### src/rtl/compare_pkg.sv
// compare_pkg: shared constants and elaboration helpers for the pipelined comparator.
//   Mode*        - MODE encodings driven on compare_pipe.MODE
//   calc_stages  - pipeline depth for a given operand width and slice width
//   last_chunk   - width of the final (possibly narrower) slice
//   bus_offset   - bit offset of stage k's operand field in the packed operand bus
package compare_pkg;

  localparam logic [2:0] ModeEq  = 3'd0;
  localparam logic [2:0] ModeNe  = 3'd1;
  localparam logic [2:0] ModeUlt = 3'd2;
  localparam logic [2:0] ModeUle = 3'd3;
  localparam logic [2:0] ModeUgt = 3'd4;
  localparam logic [2:0] ModeUge = 3'd5;
  localparam logic [2:0] ModeSlt = 3'd6;
  localparam logic [2:0] ModeSle = 3'd7;

  function automatic int unsigned calc_stages(input int unsigned width, input int unsigned chunk);
    return (width + chunk - 1) / chunk;
  endfunction

  function automatic int unsigned last_chunk(input int unsigned width, input int unsigned chunk);
    return width - (calc_stages(width, chunk) - 1) * chunk;
  endfunction

  // Stage k consumes an operand field of width - k*chunk bits; fields are packed LSB first.
  function automatic int unsigned bus_offset(input int unsigned width, input int unsigned chunk,
                                             input int unsigned k);
    int unsigned off;
    off = 0;
    for (int unsigned j = 0; j < k; j++) begin
      off += width - j * chunk;
    end
    return off;
  endfunction

endpackage

### src/rtl/compare_stage.sv
// compare_stage: one slice of the B + ~A + 1 carry chain with its pipeline register.
//   clk, rst_n          - clock, asynchronous active-low reset
//   up_valid/up_ready   - upstream handshake (up_ready depends only on v_q and dn_ready)
//   a, b                - not-yet-consumed operand bits; the low SliceW bits are resolved here
//   carry, eq, mode     - running carry, running equality and mode from the previous stage
//   dn_valid/dn_ready   - downstream handshake
//   q_carry, q_eq, q_mode, q_a, q_b - registered results and the remaining upper operand bits
module compare_stage #(
  parameter int unsigned InW    = 4,
  parameter int unsigned SliceW = 4,
  localparam int unsigned RemW  = (InW > SliceW) ? InW - SliceW : 1
) (
  input  logic              clk,
  input  logic              rst_n,
  input  logic              up_valid,
  output logic              up_ready,
  input  logic [InW-1:0]    a,
  input  logic [InW-1:0]    b,
  input  logic              carry,
  input  logic              eq,
  input  logic [2:0]        mode,
  output logic              dn_valid,
  input  logic              dn_ready,
  output logic              q_carry,
  output logic              q_eq,
  output logic [2:0]        q_mode,
  output logic [RemW-1:0]   q_a,
  output logic [RemW-1:0]   q_b
);

  logic [SliceW-1:0] a_s, b_s, diff_unused;
  logic              carry_d, eq_d, load, v_q;
  logic [RemW-1:0]   a_rem_d, b_rem_d;

  assign a_s = a[SliceW-1:0];
  assign b_s = b[SliceW-1:0];

  // Only the carry-out of the slice matters; the difference bits are discarded.
  assign {carry_d, diff_unused} = {1'b0, b_s} + {1'b0, ~a_s} + (SliceW + 1)'(carry);
  assign eq_d = eq & (a_s == b_s);

  if (InW > SliceW) begin : g_rem
    assign a_rem_d = a[InW-1:SliceW];
    assign b_rem_d = b[InW-1:SliceW];
  end else begin : g_no_rem
    assign a_rem_d = '0;
    assign b_rem_d = '0;
  end

  assign up_ready = ~v_q | dn_ready;
  assign load     = up_valid & up_ready;

  always_ff @(posedge clk or negedge rst_n) begin
    if (!rst_n) begin
      v_q     <= 1'b0;
      q_carry <= 1'b0;
      q_eq    <= 1'b0;
      q_mode  <= '0;
      q_a     <= '0;
      q_b     <= '0;
    end else begin
      if (up_ready) begin
        v_q <= up_valid;
      end
      if (load) begin
        q_carry <= carry_d;
        q_eq    <= eq_d;
        q_mode  <= mode;
        q_a     <= a_rem_d;
        q_b     <= b_rem_d;
      end
    end
  end

  assign dn_valid = v_q;

endmodule

### src/rtl/compare_pipe.sv
// compare_pipe: pipelined multi-mode integer comparator, one CHUNK-bit slice per stage.
//   CLK, RESETN          - clock, asynchronous active-low reset
//   I0 (A), I1 (B), MODE - operands and operation (EQ NE ULT ULE UGT UGE SLT SLE)
//   VALID_IN/READY_IN    - input handshake
//   O, EQ, COUT          - A op B, A == B, carry of B + ~A + 1 (B >= A)
//   VALID_OUT/READY_OUT  - output handshake
module compare_pipe
  import compare_pkg::*;
#(
  parameter int unsigned WIDTH = 16,
  parameter int unsigned CHUNK = 4
) (
  input  logic             CLK,
  input  logic             RESETN,
  input  logic [WIDTH-1:0] I0,
  input  logic [WIDTH-1:0] I1,
  input  logic [2:0]       MODE,
  input  logic             VALID_IN,
  output logic             READY_IN,
  output logic             O,
  output logic             EQ,
  output logic             COUT,
  output logic             VALID_OUT,
  input  logic             READY_OUT
);

  localparam int unsigned STAGES = calc_stages(WIDTH, CHUNK);
  localparam int unsigned BusW   = bus_offset(WIDTH, CHUNK, STAGES);
  localparam logic [WIDTH-1:0] MsbMask = WIDTH'(64'd1 << (WIDTH - 1));

  logic              signed_mode;
  logic [BusW-1:0]   a_bus, b_bus;
  logic [STAGES:0]   v, rdy, carry, eq;
  logic [2:0]        mode [STAGES+1];
  logic              res;

  // Flipping both MSBs maps two's complement order onto unsigned order.
  assign signed_mode      = (MODE == ModeSlt) || (MODE == ModeSle);
  assign a_bus[WIDTH-1:0] = I0 ^ (signed_mode ? MsbMask : '0);
  assign b_bus[WIDTH-1:0] = I1 ^ (signed_mode ? MsbMask : '0);

  assign v[0]        = VALID_IN;
  assign carry[0]    = 1'b1;
  assign eq[0]       = 1'b1;
  assign mode[0]     = MODE;
  assign rdy[STAGES] = READY_OUT;
  assign READY_IN    = rdy[0];

  for (genvar k = 0; k < STAGES; k++) begin : g_stage
    localparam int unsigned InW    = WIDTH - k * CHUNK;
    localparam int unsigned SliceW = (InW > CHUNK) ? CHUNK : InW;
    localparam int unsigned RemW   = (InW > SliceW) ? InW - SliceW : 1;
    localparam int unsigned Off    = bus_offset(WIDTH, CHUNK, k);

    logic [RemW-1:0] a_nxt, b_nxt;

    compare_stage #(
      .InW    (InW),
      .SliceW (SliceW)
    ) u_stage (
      .clk      (CLK),
      .rst_n    (RESETN),
      .up_valid (v[k]),
      .up_ready (rdy[k]),
      .a        (a_bus[Off +: InW]),
      .b        (b_bus[Off +: InW]),
      .carry    (carry[k]),
      .eq       (eq[k]),
      .mode     (mode[k]),
      .dn_valid (v[k+1]),
      .dn_ready (rdy[k+1]),
      .q_carry  (carry[k+1]),
      .q_eq     (eq[k+1]),
      .q_mode   (mode[k+1]),
      .q_a      (a_nxt),
      .q_b      (b_nxt)
    );

    if (k + 1 < STAGES) begin : g_fwd
      assign a_bus[bus_offset(WIDTH, CHUNK, k + 1) +: RemW] = a_nxt;
      assign b_bus[bus_offset(WIDTH, CHUNK, k + 1) +: RemW] = b_nxt;
    end else begin : g_end
      // The last stage has no upper bits left to forward.
      logic unused_rem;
      assign unused_rem = ^{a_nxt, b_nxt};
    end
  end

  always_comb begin
    res = 1'b0;
    case (mode[STAGES])
      ModeEq:           res = eq[STAGES];
      ModeNe:           res = ~eq[STAGES];
      ModeUlt, ModeSlt: res = carry[STAGES] & ~eq[STAGES];
      ModeUle, ModeSle: res = carry[STAGES];
      ModeUgt:          res = ~carry[STAGES];
      ModeUge:          res = ~carry[STAGES] | eq[STAGES];
      default:          res = 1'b0;
    endcase
  end

  // Gated by valid so an empty output stage always presents zeros.
  assign VALID_OUT = v[STAGES];
  assign O         = v[STAGES] & res;
  assign EQ        = v[STAGES] & eq[STAGES];
  assign COUT      = v[STAGES] & carry[STAGES];

endmodule

### config.mk
export PLATFORM = sky130hd
export DESIGN_NAME = compare_pipe
export DESIGN_NICKNAME = d
export VERILOG_FILES = /design/src/rtl/compare_pkg.sv /design/src/rtl/compare_stage.sv /design/src/rtl/compare_pipe.sv
export SDC_FILE = /design/constraint.sdc
export NUM_CORES = 1
export LEC_CHECK = 0
export CORE_MARGIN = 2
export CORE_UTILIZATION = 59
export DETAILED_ROUTE_END_ITERATION = 8
export GPL_TIMING_DRIVEN = 1
export PLACE_DENSITY_LB_ADDON = 0.08
export REMOVE_ABC_BUFFERS = 1
export SLEW_MARGIN = 20
export SYNTH_ARGS = -nofsm -noshare
export SYNTH_HDL_FRONTEND = slang
export SYNTH_SLANG_ARGS = --single-unit
### constraint.sdc
create_clock -name CLK -period 3.5 [get_ports CLK]
set_clock_uncertainty 0.15 [all_clocks]
set_input_delay 0.525 -clock CLK [delete_from_list [all_inputs] [get_ports CLK]]
set_output_delay 0.525 -clock CLK [all_outputs]
set_load 0.02 [all_outputs]
==> run summary <==
H-tree depth = 3
#FFs+latches synth = 72
Worst r2r dst = g_stage[1].u_stage.q_b[6]
All-Layer GR Usage = 0.188
Synth-to-layout area growth = 21.1%
Mux share of post-synthesis cell area = 0.209
Synth area leaders = dfrtp_1, mux2_2, ha_1, mux2_4, inv_1
Initial antenna violation count = 0
WL per Instance = 13.8 um
Layout Utilization = 0.752
Tcrit/Tclk final = 0.795
Status = finished, final reports clean
YS warnings = 0
Diodes inserted = 0
Starting DRC count in detailed routing = 46
Num CTS Buffers = 9
Global-route wire length before repair = 8670 um
Number of max-cap violations = 0
Clock transition at path regs = 0.07 ns
RSZ-0062 raised after global routing = no
Top-level I/O count = 44
Final max-slew violation count = 0
Post-Route WL = 4940 um
Peak supply drop = 0.000370 V
Congestion Overflow GR = 0
Worst r2r path cells = 3
TritonCTS Sinks = 72
Netlist Area Pre-Place = 3230 um^2
Die extent in y = 78.0 um
Number of global-route vias before repair = 1894
Setup Viol. Count Final = 0
Vias/cell = 5.27
Die W = 78.0 um
Post-synth cell types = 36
Share of layout cells above drive strength 1 = 0.288
Crit. End Element = output pin
Worst-Skew Late Latency = 0.35 ns
Number of synthesized flops with an enable pin = 0
Ys flop type = dfrtp_1
Post-DP HPWL = 3420 um
Max_slew headroom = 0.411
Sequential share of the synthesized area = 0.557
Row count = 26
Arrival @ worst endpoint = 2.11 ns
Total Die Area = 6090 um^2
Crit path launch = READY_OUT
Setup crit end = READY_IN
Nets = 338
Resize count post-CTS = 0
Post-synthesis adder-cell area fraction = 0.0619
Max Buffers Root-to-Sink = 2
Synth Area in XOR/XNOR = 0.00812
Compound-Gate Fraction of Synth Area = 0.0580
Crit Path Category = primary input to output pin
Mapped Cells = 235
Top cell type's share of synthesized area = 0.557
Reg2reg start = g_stage[3].u_stage.dn_valid
Gpl congestion = 0.695
Yosys top cell by area = dfrtp_1
Pleak = 1.79 nW
Root Buffer Master = clkbuf_8
Core area = 5200 um^2
TritonCTS clock tree = yes
# port buffers = 43
Crit path launch type = primary input
Most frequent cell after synthesis = dfrtp_1
Largest net degree at the start of global routing = 73
Starting Density = 0.621
FMAX = 0.359 GHz
Hold Violations, Final = 0
WP data required = 2.82 ns
Worst R2R Setup Slack = 1.47 ns
Remaining antenna violation count = 0
Hold_buf cts = 0
Drt first pass iters = 6
Worst Path Max Fanout = 6
DR vias = 1885
Tightest Hold Check Type = primary input to asynchronous set/reset pin
Simple-Gate Fraction of Synth Area = 0.0603
Total negative slack = 0 ns
Post-CTS Setup Inserts = 0
Synthesized area per cell = 13.8 um^2
Post-route DRC = 0
Least-Margin Pin Slew = 0.884 ns
P per Cell Area = 645 nW/um^2
Async S/R FF share, synth = 1.00
Top post-synthesis cells by count = dfrtp_1, mux2_2, inv_1, ha_1, nand2_1
Largest family of logic cells by synthesized area = multiplexers
Minimum clock period = 2.78 ns
-- worst min path at each step --
stage	to	slack (ns)	start	depth (start not counted)
final	g_stage[0].u_stage.q_a[10]	0.23	RESETN	2
after floorplan	g_stage[0].u_stage.dn_valid	0.08	RESETN	0
after global routing	g_stage[2].u_stage.q_a[2]	0.29	RESETN	2
after detailed placement	g_stage[0].u_stage.q_a[11]	0.32	g_stage[0].u_stage.q_a[11]	2
after global placement	g_stage[0].u_stage.q_a[11]	0.32	g_stage[0].u_stage.q_a[11]	2
after CTS	g_stage[0].u_stage.q_b[9]	0.25	RESETN	2
-- per-stage QoR --
| stage | total power [mW] | instance area [um^2] | cells | worst slack, ns | hold slack (ns) |
|---|---|---|---|---|---|
| 4_1_cts | 2.57 | 3920 | 358 | 0.710 | 0.254 |
| 5_1_grt | 2.69 | 3920 | 358 | 0.684 | 0.295 |
| 6_report | 2.53 | 3920 | 358 | 0.718 | 0.228 |
| 3_3_place_gp | 1.79 | 3690 | 342 | 0.741 | 0.316 |
| 3_5_place_dp | 1.82 | 3690 | 342 | 0.718 | 0.317 |
| 2_1_floorplan | 1.61 | 3160 | 227 | 1.53 | 0.0794 |
-- logic make-up after synthesis --
| family | count (synthesis) |
|---|---|
| AOI/OAI and AO/OA | 27 |
| xor gates and xnor gates | 3 |
| and+or+nand+nor | 32 |
| DFF | 72 |
| buffers and inverters | 27 |
| muxes | 58 |
| adders and majority gates | 16 |
-- layout make-up --
| class | instances | area, um^2 |
|---|---|---|
| Clock buffer | 11 | 151 |
| Inverter | 19 | 71.3 |
| Multi-Input combinational cell | 136 | 1280 |
| Timing Repair Buffer | 45 | 440 |
| Clock inverter | 5 | 78.8 |
| Tap cell | 70 | 87.6 |
| Fill cell | 352 | 1290 |
| Sequential cell | 72 | 1800 |
-- layout by cell type (no fill, tap or decap), types with 2 or more instances in the layout --
master,Yosys,layout
mux2_2,52,52
nand3_1,3,3
nand2_1,10,10
a221oi_1,2,2
clkdlybuf4s50_1,0,42
bufinv_16,0,2
dfrtp_1,72,72
o21ai_0,6,6
buf_4,3,2
nor2_1,2,2
inv_1,19,19
nor2b_1,2,2
clkbuf_8,0,11
a21oi_1,7,7
nand2b_1,3,3
clkinv_2,0,2
or2_2,2,2
xor2_1,2,2
and2_1,3,3
a21o_1,5,5
ha_1,16,16
mux2_4,6,6
-- critical path, stage by stage --
cell	delay, ns
clkdlybuf4s50_1	0.46
nand4b_4	0.25
or2_2	0.32
clkdlybuf4s50_1	0.55
-- metal layers --
metal  wire length [um]  global-route usage  up-vias
met5                  0                   0        -
met2               2510               0.316       31
met1               2140               0.221      929
met4                114               0.100        0
met3                178              0.0517       12
li1                   -                   -      913
-- report_power, final --
group | switching (mW) | leakage (nW) | internal, mW
logic | 0.251 | 0.825 | 0.373
registers | 0.125 | 0.847 | 1.04
clock network | 0.297 | 0.119 | 0.439
-- flip-flops by register name, indices dropped and copies added, names as in the netlist --
signal	flops
g_stage.u_stage.dn_valid	4
g_stage.u_stage.q_carry	4
g_stage.u_stage.q_eq	4
g_stage.u_stage.q_b	24
g_stage.u_stage.q_mode	12
g_stage.u_stage.q_a	24
Power figures use the tool's default switching activity.
